--- src/rtl/filter_buffer_5x5_if.sv ---
// Bundle between the weight-loading path (master) and the 5x5 filter store (slave).
// FILTER_BUFFER_CHECKSUM_EN adds the registered checksum signal.
interface filter_buffer_5x5_if #(
    parameter int N      = 5,
    parameter int DATA_W = 16
);
    logic                     read;
    logic signed [DATA_W-1:0] input_filter  [N-1:0][N-1:0];
    logic                     finish;
    logic signed [DATA_W-1:0] output_filter [N-1:0][N-1:0];
`ifdef FILTER_BUFFER_CHECKSUM_EN
    logic signed [DATA_W+4:0] checksum;

    modport master (
        output read,
        output input_filter,
        input  finish,
        input  output_filter,
        input  checksum
    );

    modport slave (
        input  read,
        input  input_filter,
        output finish,
        output output_filter,
        output checksum
    );
`else
    modport master (
        output read,
        output input_filter,
        input  finish,
        input  output_filter
    );

    modport slave (
        input  read,
        input  input_filter,
        output finish,
        output output_filter
    );
`endif
endinterface

--- src/rtl/filter_buffer_5x5.sv ---
// Registered 5x5 signed filter store. A high `read` at a rising edge captures
// all taps and raises `finish` for that cycle; otherwise the taps hold.
// Optional: define FILTER_BUFFER_CHECKSUM_EN to add a registered signed sum
// of the captured taps (DATA_W+5 bits, cannot overflow for 25 taps).
module filter_buffer_5x5 #(
    parameter int N      = 5,
    parameter int DATA_W = 16
) (
    input  logic                clk,
    input  logic                rst_n,
    filter_buffer_5x5_if.slave  bus
);

    logic signed [DATA_W-1:0] taps [N-1:0][N-1:0];
    logic                     finish_q;

    // Tap storage and completion flag; finish is read delayed by one cycle.
    always_ff @(posedge clk or negedge rst_n) begin
        if (!rst_n) begin
            for (int unsigned r = 0; r < N; r++) begin
                for (int unsigned c = 0; c < N; c++) begin
                    taps[r][c] <= '0;
                end
            end
            finish_q <= 1'b0;
        end else begin
            finish_q <= bus.read;
            if (bus.read) begin
                for (int unsigned r = 0; r < N; r++) begin
                    for (int unsigned c = 0; c < N; c++) begin
                        taps[r][c] <= bus.input_filter[r][c];
                    end
                end
            end
        end
    end

    assign bus.output_filter = taps;
    assign bus.finish        = finish_q;

`ifdef FILTER_BUFFER_CHECKSUM_EN
    localparam int CSUM_W = DATA_W + 5;

    logic signed [CSUM_W-1:0] sum_next;
    logic signed [CSUM_W-1:0] csum_q;

    // Sign-extended sum of the incoming taps, ready to be captured with them.
    always_comb begin
        sum_next = '0;
        for (int unsigned r = 0; r < N; r++) begin
            for (int unsigned c = 0; c < N; c++) begin
                sum_next = sum_next + CSUM_W'(bus.input_filter[r][c]);
            end
        end
    end

    // Checksum register, loaded on the same edge as the taps.
    always_ff @(posedge clk or negedge rst_n) begin
        if (!rst_n) begin
            csum_q <= '0;
        end else if (bus.read) begin
            csum_q <= sum_next;
        end
    end

    assign bus.checksum = csum_q;
`endif

endmodule

--- src/flat_wrapper.sv ---
// flat-port wrapper written by rule: the top's interface ports become plain ports
module filter_buffer_5x5_flat 
#(
    parameter int N      = 5,
    parameter int DATA_W = 16
)
  (clk, rst_n, bus_read, bus_input_filter, bus_finish, bus_output_filter);
  filter_buffer_5x5_if #(.N(N), .DATA_W(DATA_W)) bus_i ();
  input  logic clk;
  input  logic rst_n;
  input wire logic [$bits(bus_i.read)-1:0] bus_read;
  input wire logic [$bits(bus_i.input_filter)-1:0] bus_input_filter;
  output wire logic [$bits(bus_i.finish)-1:0] bus_finish;
  output wire logic [$bits(bus_i.output_filter)-1:0] bus_output_filter;
  assign bus_i.read = bus_read;
  assign bus_i.input_filter = {>>{bus_input_filter}};
  assign bus_finish = bus_i.finish;
  assign bus_output_filter = {>>{bus_i.output_filter}};
  filter_buffer_5x5 #(.N(N), .DATA_W(DATA_W)) u_core (.clk(clk), .rst_n(rst_n), .bus(bus_i));
endmodule
--- config.mk ---
export PLATFORM = sky130hd
export DESIGN_NAME = filter_buffer_5x5_flat
export DESIGN_NICKNAME = d
export VERILOG_FILES = /design/src/rtl/filter_buffer_5x5_if.sv /design/src/rtl/filter_buffer_5x5.sv /design/src/flat_wrapper.sv
export SDC_FILE = /design/constraint.sdc
export NUM_CORES = 1
export LEC_CHECK = 0
export BUFFER_PORTS_ARGS = -buffer_cell sky130_fd_sc_hd__buf_2
export CORE_AREA = 2 2 317 319
export CTS_BUF_LIST = sky130_fd_sc_hd__clkbuf_8 sky130_fd_sc_hd__clkbuf_16
export CTS_CLUSTER_SIZE = 30
export DETAILED_ROUTE_END_ITERATION = 8
export DIE_AREA = 0 0 319 321
export GPL_TIMING_DRIVEN = 1
export MAX_ROUTING_LAYER = met4
export PLACE_DENSITY = 0.39
export SLEW_MARGIN = 30
export SYNTH_ARGS = -nofsm -noshare
export SYNTH_HDL_FRONTEND = slang
export SYNTH_SLANG_ARGS = --single-unit
--- constraint.sdc ---
create_clock -name clk -period 0.8 [get_ports clk]
set_input_delay 0.16 -clock clk [delete_from_list [all_inputs] [get_ports clk]]
set_output_delay 0.16 -clock clk [all_outputs]
set_load 0.01 [all_outputs]
==> results.md <==
* Outcome: finished with violations
* Failing checks: negative setup slack
* GP Congestion at 0.776
* Syn avg cell area at 20.0 um^2
* Post-synthesis cell count at 846
* Final period utilization at 176%
* H-tree Lvls at 2
* Worst Path Required at 0.64 ns
* Ranking of synthesized cells by area: dfrtp_1, mux2_4, buf_12, buf_6
* Initial Utilization at 17.1%
* Core area at 99300 um^2
* Clock slew at reported path FFs at 0.06 ns
* Worst-path maximum fanout at 3
* Synth Cell Area at 16900 um^2
* LEAKAGE at 16.0 nW
* Crit end category: output port
* Final setup fails at 656
* Largest area contributor in the netlist: dfrtp_1
* Share of layout cells above drive strength 1 at 66.9%
* DRC violations left at 0
* Num ports at 804
* Die Width at 319 um
* Layout Cells excl Fill at 3717
* Sequential area share after synthesis at 59.3%
* Pre-CTS WS at -0.398 ns
* Critical Path Stages at 1
* Buf/Inv on CP at 1
* Port bufs at 803
* Number of synthesized flops with an enable pin at 0
* Synth Flop Type: dfrtp_1
* WP data arrival at 1.25 ns
* CP Cell Sequence: buf_6
* Total grt overflow at 0
* Setup WS post-layout at -0.607 ns
* Routed WL at 59800 um
* Top-area cell type share of the netlist area at 59.3%
* First-pass GRT wire length at 87400 um
* Max Clock Freq at 711 MHz
* Routed via count at 13100
* Number of synthesized register bits at 401
* Ys Warns at 0
* Crit Path Category: reg -> out
* Pwr per Cell Area at 1930 nW/um^2
* Net count, final at 2785
* Worst path max stage delay at 0.49 ns
* RSZ-0062 raised after global routing: true
* Clock root buffer: clkbuf_16
* Worst hold stages at 3
* Placed Cells at 2979
* Site Rows at 116
* ANT nets after route at 0
* Synthesis-to-finish area growth at 88.8%
* Die H at 321 um
* Final Hold Fails at 0
* Pre-antenna DRT Iters at 4
* Max VDD drop at 0.00121 V
* Slew Limit Fails at 0
* Clk sinks at 401
* Count leader, synth: dfrtp_1
* Detail Placement HPWL at 41600 um
* Cell Area, Placed at 22700 um^2
* Maxcap violations at 0
* Vias in the first global route at 14600
* Synth cell count leaders: dfrtp_1, mux2_4, buf_12
* Distinct cells, synth at 4
* CP top delay family: flip-flops
* CTS tree: yes
* Die Footprint at 102000 um^2
* Syn Nets at 1249
* Worst-Margin Slew at 0.275 ns
* Worst-Skew Late Latency at 0.60 ns
* Startpoint Class: register
* Wire length per cell at 16.1 um
* DR iter-0 viols at 394
* DR vias/cell at 3.54
* Initial antenna violation count at 2
* Worst hold path class: in -> reg
* Design area at 32000 um^2
* Largest net degree at the start of global routing at 39
* Slew headroom at 81.7%
* Max Buffers Root-to-Sink at 3
* Gr usage total at 11.3%
* R2R cell count at 3
* Async set or reset register ratio after synthesis at 100%
* Worst Clk Skew at 0 ns
* Crit path time final at 1.41 ns
* CTS Buf Count at 49
* Slowest CP cell: dfrtp_2
where the power goes:
group	leakage [nW]	internal [mW]	switching, mW	total [mW]
sequential	4.68	22.4	1.59	23.9
clock	0.845	13.9	9.10	23.0
combinational	10.4	9.77	5.03	14.8
layout make-up:
type | count | area (um^2)
multi-input combinational | 400 | 6010
fill | 9779 | 67300
sequential | 401 | 10000
clock buffer | 58 | 1350
tap | 1298 | 1620
antenna | 2 | 5.00
clock inverter | 28 | 293
timing repair buffer | 1530 | 12700
placed cells by master, fill, tap and decap left out, drive strengths merged:
cell and n:
clkinv 14, inv 7, mux2 400, dlygate4sd3 402
bufinv 6, buf 1128, dfrtp 401, clkbuf 58
diode 2, clkinvlp 1
routing by layer:
metal	GRT usage, %	vias up	routed length [um]
met2	19.8	522	30800
met4	4.55	0	2080
li1	-	6054	-
met3	3.20	108	4120
met5	-	-	0
met1	12.0	6458	22800
logic make-up after synthesis:
logic type | Yosys count | synth area share [%]
buffers and inverters | 45 | 5.27
flip-flops | 401 | 59.3
multiplexers | 400 | 35.5
what timing repair did:
| action | in CTS | in global routing |
|---|---|---|
| hold endpoints to repair | 801 | 0 |
| hold buffers | 402 | 0 |
| gates resized for setup | 243 | 174 |
| gates cloned | 0 | 0 |
| setup endpoints to repair | 416 | 610 |
| buffers inserted | 171 | 125 |
worst paths after layout:
check / start / to / slack (ns)
worst max-delay path: u_core.bus.output_filter[288] / bus_output_filter[288] / -0.61
worst min-delay path: bus_read / u_core.bus.output_filter[95] / 0.08
worst max register to register: u_core.bus.output_filter[280] / u_core.bus.output_filter[280] / -0.22
worst min register to register: u_core.bus.output_filter[171] / u_core.bus.output_filter[171] / 0.50
max in group asynchronous: rst_n / u_core.bus.output_filter[20] / 0.15
min in group asynchronous: rst_n / u_core.bus.output_filter[275] / 0.11
sequential cells by signal, summed over array words and instances (netlist names):
register,flops
u_core.bus.output_filter,400
u_core.bus.finish,1
stage by stage:
step	util (%)	TNS (ns)	power (mW)	hold WS, ns
after CTS	30.9	-234.96	61.4	0.0151
after global routing	32.2	-245.69	64.6	0.0441
after global placement	22.8	-126.91	33.7	0.114
after detailed placement	22.8	-132.66	33.7	0.118
after floorplan	-	-74.63	29.0	-0.136
final	32.2	-215.28	61.7	0.0792
Note: power is estimated with default switching activity, not from simulation.
